[config.mk]
export PLATFORM = sky130hd
export DESIGN_NAME = la_cfgchain_ctrl_flat
export DESIGN_NICKNAME = d
export VERILOG_FILES = /design/src/rtl/la_cfgchain_ctrl_pkg.sv /design/src/rtl/la_cfgchain_ctrl_if.sv /design/src/rtl/la_cfgchain_ctrl_shreg.sv /design/src/rtl/la_cfgchain_ctrl.sv /design/src/flat_wrapper.sv
export SDC_FILE = /design/constraint.sdc
export NUM_CORES = 1
export LEC_CHECK = 0
export CAP_MARGIN = 10
export CORE_MARGIN = 1
export CORE_UTILIZATION = 50
export CTS_BUF_LIST = sky130_fd_sc_hd__clkbuf_8 sky130_fd_sc_hd__clkbuf_16
export DETAILED_ROUTE_END_ITERATION = 12
export DONT_BUFFER_PORTS = 1
export PLACE_DENSITY = 0.76
export RECOVER_POWER = 25
export SLEW_MARGIN = 10
export SYNTH_ARGS = -nofsm -noshare
export SYNTH_HDL_FRONTEND = slang
export SYNTH_SLANG_ARGS = --single-unit
[constraint.sdc]
create_clock -name clk -period 5.3 [get_ports clk]
set_input_delay 0.53 -clock clk [delete_from_list [all_inputs] [get_ports clk]]
set_output_delay 0.53 -clock clk [all_outputs]
set_load 0.01 [all_outputs]
[src/rtl/la_cfgchain_ctrl_pkg.sv]
// Shared types and helpers for the config chain sequencer.
// State encoding is also used by the chain bench model.
package la_cfgchain_ctrl_pkg;

  typedef enum logic [1:0] {
    IDLE   = 2'd0,
    SHIFT  = 2'd1,
    UPDATE = 2'd2,
    RESP   = 2'd3
  } state_t;

  function automatic int clog2(input int v);
    int r;
    r = 0;
    while ((1 << r) < v) r++;
    return r;
  endfunction

endpackage

[src/rtl/la_cfgchain_ctrl_if.sv]
// Request/response handshake bundle for the chain sequencer.
// Master drives the config word, slave returns the readback.
interface la_cfgchain_ctrl_if #(
  parameter int N = 32
) ();

  logic         req_valid;
  logic         req_ready;
  logic [N-1:0] req_data;
  logic         rsp_valid;
  logic         rsp_ready;
  logic [N-1:0] rsp_data;

  modport master (
    output req_valid, req_data, rsp_ready,
    input  req_ready, rsp_valid, rsp_data
  );

  modport slave (
    input  req_valid, req_data, rsp_ready,
    output req_ready, rsp_valid, rsp_data
  );

endinterface

[src/rtl/la_cfgchain_ctrl_shreg.sv]
// Load/shift-out register and indexed readback capture.
// Both paths compensate for inverting chain stages.
module la_cfgchain_ctrl_shreg
  import la_cfgchain_ctrl_pkg::*;
#(
  parameter int N   = 32,
  parameter bit INV = 1'b0,
  localparam int CW = clog2(N)
) (
  input  logic          clk,
  input  logic          rst,
  input  logic          load,
  input  logic          shift,
  input  logic [N-1:0]  word,
  input  logic [CW-1:0] cnt,
  input  logic          chain_q,
  output logic          chain_d,
  output logic [N-1:0]  cap
);

  logic [N-1:0]  mask;
  logic [N-1:0]  sh;
  logic [CW-1:0] idx;

  // A bit landing in stage j passes j+1 inverters.
  always_comb begin
    mask = '0;
    for (int i = 0; i < N; i++)
      mask[i] = INV & (i % 2 == 0);
  end

  assign idx     = CW'(N - 1) - cnt;
  assign chain_d = sh[N-1];

  // MSB-first shift-out; drains to zero, so chain_d idles low.
  always_ff @(posedge clk or posedge rst) begin
    if (rst)
      sh <= '0;
    else if (load)
      sh <= word ^ mask;
    else if (shift)
      sh <= {sh[N-2:0], 1'b0};
  end

  // Old stage N-1-cnt appears on chain_q after cnt inversions.
  always_ff @(posedge clk or posedge rst) begin
    if (rst)
      cap <= '0;
    else if (shift)
      cap[idx] <= chain_q ^ (INV & cnt[0]);
  end

endmodule

[src/rtl/la_cfgchain_ctrl.sv]
// Config chain sequencer: shifts a word into N chain flops,
// strobes update, and returns the previous chain contents.
module la_cfgchain_ctrl
  import la_cfgchain_ctrl_pkg::*;
#(
  parameter int N    = 32,
  parameter bit INV  = 1'b0,
  parameter     PROP = "DEFAULT"
) (
  input  logic               clk,
  input  logic               reset,
  la_cfgchain_ctrl_if.slave  bus,
  output logic               chain_en,
  output logic               chain_d,
  input  logic               chain_q,
  output logic               chain_upd,
  output logic               busy
);

  localparam int CW = clog2(N);

  state_t        state;
  logic [CW-1:0] cnt;
  logic          load;
  logic          shift;

  assign load  = (state == IDLE) & bus.req_valid & bus.req_ready;
  assign shift = (state == SHIFT);

  // Sequencer FSM with registered handshake and chain controls.
  always_ff @(posedge clk or posedge reset) begin
    if (reset) begin
      state         <= IDLE;
      cnt           <= '0;
      bus.req_ready <= 1'b1;
      bus.rsp_valid <= 1'b0;
      chain_en      <= 1'b0;
      chain_upd     <= 1'b0;
      busy          <= 1'b0;
    end else begin
      unique case (state)
        IDLE: begin
          if (load) begin
            state         <= SHIFT;
            cnt           <= '0;
            bus.req_ready <= 1'b0;
            chain_en      <= 1'b1;
            busy          <= 1'b1;
          end
        end
        SHIFT: begin
          if (cnt == CW'(N - 1)) begin
            state     <= UPDATE;
            cnt       <= '0;
            chain_en  <= 1'b0;
            chain_upd <= 1'b1;
          end else begin
            cnt <= cnt + CW'(1);
          end
        end
        UPDATE: begin
          state         <= RESP;
          chain_upd     <= 1'b0;
          bus.rsp_valid <= 1'b1;
        end
        RESP: begin
          if (bus.rsp_ready) begin
            state         <= IDLE;
            bus.rsp_valid <= 1'b0;
            bus.req_ready <= 1'b1;
            busy          <= 1'b0;
          end
        end
      endcase
    end
  end

  la_cfgchain_ctrl_shreg #(
    .N   (N),
    .INV (INV)
  ) u_shreg (
    .clk     (clk),
    .rst     (reset),
    .load    (load),
    .shift   (shift),
    .word    (bus.req_data),
    .cnt     (cnt),
    .chain_q (chain_q),
    .chain_d (chain_d),
    .cap     (bus.rsp_data)
  );

endmodule

[src/flat_wrapper.sv]
// flat-port wrapper written by rule: the top's interface ports become plain ports
module la_cfgchain_ctrl_flat import la_cfgchain_ctrl_pkg::*;
#(
  parameter int N    = 32,
  parameter bit INV  = 1'b0,
  parameter     PROP = "       "
)
  (clk, reset, chain_en, chain_d, chain_q, chain_upd, busy, bus_req_valid, bus_req_data, bus_rsp_ready, bus_req_ready, bus_rsp_valid, bus_rsp_data);
  la_cfgchain_ctrl_if #(.N(N)) bus_i ();
  input  logic clk;
  input  logic reset;
  output logic chain_en;
  output logic chain_d;
  input  logic chain_q;
  output logic chain_upd;
  output logic busy;
  input wire logic [$bits(bus_i.req_valid)-1:0] bus_req_valid;
  input wire logic [$bits(bus_i.req_data)-1:0] bus_req_data;
  input wire logic [$bits(bus_i.rsp_ready)-1:0] bus_rsp_ready;
  output wire logic [$bits(bus_i.req_ready)-1:0] bus_req_ready;
  output wire logic [$bits(bus_i.rsp_valid)-1:0] bus_rsp_valid;
  output wire logic [$bits(bus_i.rsp_data)-1:0] bus_rsp_data;
  assign bus_i.req_valid = bus_req_valid;
  assign bus_i.req_data = bus_req_data;
  assign bus_i.rsp_ready = bus_rsp_ready;
  assign bus_req_ready = bus_i.req_ready;
  assign bus_rsp_valid = bus_i.rsp_valid;
  assign bus_rsp_data = bus_i.rsp_data;
  la_cfgchain_ctrl #(.N(N), .INV(INV), .PROP(PROP)) u_core (.clk(clk), .reset(reset), .bus(bus_i), .chain_en(chain_en), .chain_d(chain_d), .chain_q(chain_q), .chain_upd(chain_upd), .busy(busy));
endmodule
---- Word-level counts from Yosys, hierarchy flattened ----
Index checks and enable logic that the tools add are counted.
storage, ports and cells
  input port bits ......................... 37
  logic and storage cells ................. 58
  register bits after elaboration ......... 76
  output and inout port bits .............. 38
cells by class
  muxes and demuxes ....................... 23
  $add $sub $neg .......................... 2
  reduce and logical (&&, ||, !) cells .... 13
  magnitude comparators ................... 2
  equal/unequal tests ..................... 7
  bitwise gates (word level) .............. 2
operators with widths
  cell                 number
  $mux 32              2
  $bwmux 32            1
  $mux 5               2
  $pmux 1 s2           5
  $pmux 5 s2           1
  $reduce_bool 2->1    5
  $reduce_and 3->1     3
  $pmux 2 s4           1
  $mux 1               7
  $lt 5x6->1 const B   1
  $mux 2               3
  $reduce_and 2->1     3
  $add 5x1->5 const B  1
  $demux 1 s5          1
  $eq 5x5->1 const B   1
  $ge 5x1->1 const B   1
  $sub 5x5->5 const A  1
  $eq 2x2->1 const B   2
  $ne 2x2->1 const B   2
  $and 1x1->1          2
  $eq 2x1->1 const B   1
  $logic_not 2->1      1
  $ne 2x1->1 const B   1
  $logic_and 1x1->1    1

---- Longest topological paths before layout ----
  depth in word-level cells ............... 6
  mapped depth ............................ 7
  depth with buffers taken out ............ 6

---- Hierarchy ----
A second synthesis with hierarchy kept.
second synthesis, totals
  cells, all modules ...................... 321
  area, all modules ....................... 3653.5 um^2
modules (own cells, without submodules)
  module                  instances  sequential area each (um^2)  area an instance (um^2)  cells each
  la_cfgchain_ctrl_shreg  1          1601.5                       2941.6                   255
  la_cfgchain_ctrl        1          301.5                        711.9                    66

---- Least setup slack after synthesis ----
OpenSTA, ideal clock, no wires.
  path type ............................... register -> register
  start point ............................. register u_core.cnt[0]
  end point ............................... register u_core.state[1]
  arrival time ............................ 1697 ps
  clock period less this slack ............ 1822 ps
  path slack .............................. 3478 ps
  cell stages (with the launch flop) ...... 7
  data required time ...................... 5175 ps
  setup time .............................. 125 ps
  path buffers ............................ 0
  cells stage by stage .................... dfrtp_1 > ha_1 > and3_2 > ha_1 > nand2b_1 > o211a_1 > mux2_2
on the way
  word-level cells in the longest chain between the ends .. 3
RTL lines
  element                     RTL line                source
  start: declaration          la_cfgchain_ctrl.sv:23  logic [CW-1:0] cnt;
  start signal: assignment    la_cfgchain_ctrl.sv:58  cnt <= cnt + CW'(1);
  $eq 5x5->1                  la_cfgchain_ctrl.sv:52  if (cnt == CW'(N - 1)) begin
  $ne 2x2->1 (no line)        --
  $reduce_and 3->1 (no line)  --
  end signal: assignment      la_cfgchain_ctrl.sv:53  state <= UPDATE;
  end signal: assignment      la_cfgchain_ctrl.sv:62  state <= RESP;
  end signal: assignment      la_cfgchain_ctrl.sv:68  state <= IDLE;
  end: declaration            la_cfgchain_ctrl.sv:22  state_t state;
Every way passes these cells.
A chain may end at the register's enable or synchronous reset.

---- Worst setup path after layout ----
  start point ............................. register u_core.state[1]
  end point ............................... register u_core.u_shreg.cap[10]
on the way
  word-level cells in the longest chain between the ends .. 1
RTL lines
  element                         RTL line                      source
  start signal: assignment        la_cfgchain_ctrl.sv:33        state <= IDLE;
  start signal: assignment        la_cfgchain_ctrl.sv:44        state <= SHIFT;
  start signal: assignment        la_cfgchain_ctrl.sv:53
  $eq 2x1->1                      la_cfgchain_ctrl.sv:28        assign shift = (state == SHIFT);
  end signal: indexed assignment  la_cfgchain_ctrl_shreg.sv:50  cap[idx] <= chain_q ^ (INV & cnt[0]);
  end: declaration                la_cfgchain_ctrl_shreg.sv:18  output logic [N-1:0] cap
Every way passes these cells.

==> results.sh <==
export IMPL_yosysTopAreaCell="dfrtp_1"
export IMPL_clock_path_buffers=2
export IMPL_worstPathCellList="inv_1 -> ha_2 -> nand2_1 -> nor2_1 -> mux2_2"
export IMPL_final_antenna_net_count=0
export IMPL_critPathKind="register to register"
export IMPL_hp_class="input port to register"
export IMPL_cp_slowest_cell="ha_2"
export IMPL_synth_area_per_cell_sq_um=11.2
export IMPL_end_kind="register"
export IMPL_relSlewSlack_pct=20.6
export IMPL_row_count=30
export IMPL_cts_clk_slew_worst_paths_ns=0.08
export IMPL_ys_warn_count=0
export IMPL_status="completed"
export IMPL_antenna_cells=0
export IMPL_port_buffers=0
export IMPL_yosysUniqueCellTypes=38
export IMPL_route_detailed_drc=0
export IMPL_dpl_hpwl_mm=4.27
export IMPL_cts_sinks=76
export IMPL_busiest_layer="met2"
export IMPL_drv_slew=0
export IMPL_postCtsResizedCells=0
export IMPL_gp_congestion=0.782
export IMPL_netlist_top_cells_area="dfrtp_1 (52%), mux2i_1 (8.9%), mux2_2 (8.7%)"
export IMPL_clk_latency_ns=0.35
export IMPL_required_ns=5.53
export IMPL_setup_viol=0
export IMPL_dieArea_sq_um=7570
export IMPL_cp_slowest_stage_delay_ns=0.99
export IMPL_crit_start="u_core.state[1]"
export IMPL_htree_levels=3
export IMPL_use_met2_pct=30.1
export IMPL_peakVddDrop_uv=298
export IMPL_drtIter0Drc=161
export IMPL_io_pins=75
export IMPL_grt_pass1_wl_mm=10.5
export IMPL_pre_cts_slack_ns=2.63
export IMPL_multi_input_area_sq_um=1570
export IMPL_core_area_sq_um=6870
export IMPL_drv_cap=0
export IMPL_grt_start_max_net_pins=77
export IMPL_wl_mm=6.34
export IMPL_nets=363
export IMPL_tightest_slew_ns=1.19
export IMPL_wl_per_cell_microns=15.2
export IMPL_layout_drive_gt1_share_pct=17.2
export IMPL_cts_hold_buf=0
export IMPL_min_from="bus_req_data[30]"
export IMPL_setup_tns_ns=0
export IMPL_crit_arrival_ns=2.90
export IMPL_fin_crit_sh_pct=50.3
export IMPL_critPathLaunchType="register"
export IMPL_synth_seq_cells=76
export IMPL_seqCellArea_sq_um=1900
export IMPL_use_met3_pct=6.35
export IMPL_syn_cell_area_sq_um=3610
export IMPL_syn_to_final_growth_pct=7.07
export IMPL_numCtsBuffers=9
export IMPL_tritoncts="built"
export IMPL_power_density_nw_per_um2=511
export IMPL_grt_use_total_pct=18.1
export IMPL_p_leak_nw=1.63
export IMPL_gr_total_overflow=0
export IMPL_rsz0062_at_grt="false"
export IMPL_fmax_mhz=375
export IMPL_n_fill_cell=620
export IMPL_worstReg2RegStart="u_core.state[1]"
export IMPL_finalHoldViolCount=0
export IMPL_crit_fanout=47
export IMPL_fin_crit_ns=2.67
export IMPL_fin_worst_skew_ns=0.00670
export IMPL_via_per_inst=5.44
export IMPL_grt_pass1_vias=2229
export IMPL_num_vias=2261
export IMPL_die_y_microns=87.0
export IMPL_cts_root_buf="clkbuf_8"
export IMPL_post_cts_setup_buffers=0
export IMPL_synth_fp_nets=370
export IMPL_synth_cells=322
export IMPL_layout_setup_ws_ns=2.63
export IMPL_use_met1_pct=21.7
export IMPL_start_util_pct=52.6
export IMPL_antenna_found_initial=0
export IMPL_firstDrtPassIters=4
export IMPL_synth_top_area_share_pct=52.0
export IMPL_seq_area_frac_synth_pct=52.7
export IMPL_die_x_microns=87.0
==> flip-flops by register name (all words and copies together), names as in the netlist <==
| register | count |
|---|---|
| u_core.state | 2 |
| u_core.u_shreg.sh | 32 |
| u_core.bus.req_ready | 1 |
| u_core.bus.rsp_valid | 1 |
| u_core.chain_upd | 1 |
| u_core.chain_en | 1 |
| u_core.cnt | 5 |
| u_core.busy | 1 |
| u_core.u_shreg.cap | 32 |
==> path summary, 6_finish.rpt <==
kind	to	slack [ns]	cells past startpoint
worst max-delay path	u_core.u_shreg.cap[10]	2.63	5
max in group asynchronous	u_core.bus.rsp_valid	4.36	2
worst min register to register	u_core.u_shreg.cap[26]	0.56	1
min in group asynchronous	u_core.u_shreg.cap[30]	0.37	2
worst min-delay path	u_core.u_shreg.sh[30]	0.30	2
worst max register to register	u_core.u_shreg.cap[10]	2.63	5
==> stage by stage <==
| step | total power, mW | cells | util (%) | area [sq um] | hold slack, ns |
|---|---|---|---|---|---|
| 2_1_floorplan | 1.38 | 322 | - | 3610 | 0.515 |
| 3_3_place_gp | 1.46 | 400 | 52.9 | 3630 | 0.533 |
| 3_5_place_dp | 1.49 | 400 | 52.9 | 3630 | 0.547 |
| 4_1_cts | 2.00 | 416 | 56.3 | 3870 | 0.276 |
| 5_1_grt | 2.12 | 416 | 56.3 | 3870 | 0.286 |
| 6_report | 1.98 | 416 | 56.3 | 3870 | 0.296 |
==> metal layers <==
metal	part of all wire, %	routed length (microns)
met5	0	0
met4	1.3	85
met3	7.4	471
met2	47	3010
met1	44	2770
==> cell families (layout without fill, tap and decap cells) <==
family / after synthesis / count (layout) / share of synthesized area (%)
multiplexers: 65 / 65 / 19.2
buffers and inverters: 26 / 24 / 3.85
adder cells (fa/ha/maj): 11 / 11 / 3.81
AND/OR/NAND/NOR: 92 / 92 / 11.8
flip-flops: 76 / 76 / 52.7
AO/OA/AOI/OAI: 52 / 52 / 8.66
==> synth_stat cells <==
| library cell | number |
|---|---|
| dfrtp_1 | 75 |
| nand2_1 | 40 |
| o21ai_0 | 34 |
| mux2i_1 | 32 |
| nor2_1 | 29 |
| mux2_2 | 28 |
| ha_1 | 11 |
| buf_2 | 10 |
| inv_1 | 7 |
| nand3_1 | 6 |
| mux2_1 | 5 |
| a21oi_1 | 3 |
| a22o_1 | 3 |
| buf_6 | 3 |
| clkbuf_1 | 3 |
| nand3b_1 | 3 |
| or3b_4 | 3 |
| a31oi_1 | 2 |
| a32o_1 | 2 |
| and3_2 | 2 |
| clkbuf_2 | 2 |
| nand2b_1 | 2 |
| nor2b_1 | 2 |
| a211o_2 | 1 |
| a21bo_2 | 1 |
| a21boi_0 | 1 |
| a21o_1 | 1 |
| a221o_1 | 1 |
| and3_1 | 1 |
| buf_4 | 1 |
| dfstp_2 | 1 |
| nor3_1 | 1 |
| nor3_4 | 1 |
| nor4_1 | 1 |
| nor4b_1 | 1 |
| o211a_1 | 1 |
| o21ai_1 | 1 |
| o2bb2ai_1 | 1 |
==> layout by cell type, fill, tap and decap left out <==
master	count
ha_2	1
nand3b_1	3
nor2_1	29
o21ai_0	34
bufinv_16	2
ha_1	10
o21ai_1	1
a31oi_1	2
clkbuf_8	12
dfrtp_1	75
or3b_4	3
nor2b_1	2
a21boi_0	1
nor3_1	1
nor3_4	1
o211a_1	1
dfstp_2	1
a211o_2	1
a21oi_1	3
mux2i_1	32
and3_2	3
a21o_1	1
a221o_1	1
nor4_1	1
mux2_1	5
a32o_1	2
mux2_2	28
clkinvlp_4	1
nor4b_1	1
buf_4	1
o2bb2ai_1	1
nand2b_1	2
inv_1	8
a22o_1	3
a21bo_2	1
nand2_1	40
nand3_1	6
==> worst max-delay path: cells and delay by family (launching register included) <==
family	cells	cell delay (ns)
fa+ha+maj	1	0.99
simple gates	2	0.68
flops	1	0.41
mux	1	0.35
buf+inv	1	0.11
==> power breakdown <==
group	internal, mW	leakage, nW	switching, mW	total (mW)
logic	0.266	0.579	0.312	0.578
clock network	0.302	0.120	0.204	0.507
registers	0.755	0.933	0.138	0.893
total	1.32	1.63	0.654	1.98
==> final cells by class <==
class	count	share of cell area (%)
flip-flops and latches	76	49.2
multi-input cells	220	40.7
clock buffers	12	4.27
well taps	96	3.11
clock inverters	4	1.84
inverters	7	0.679
repair buffers	1	0.194
Power figures use the tool's default switching activity.
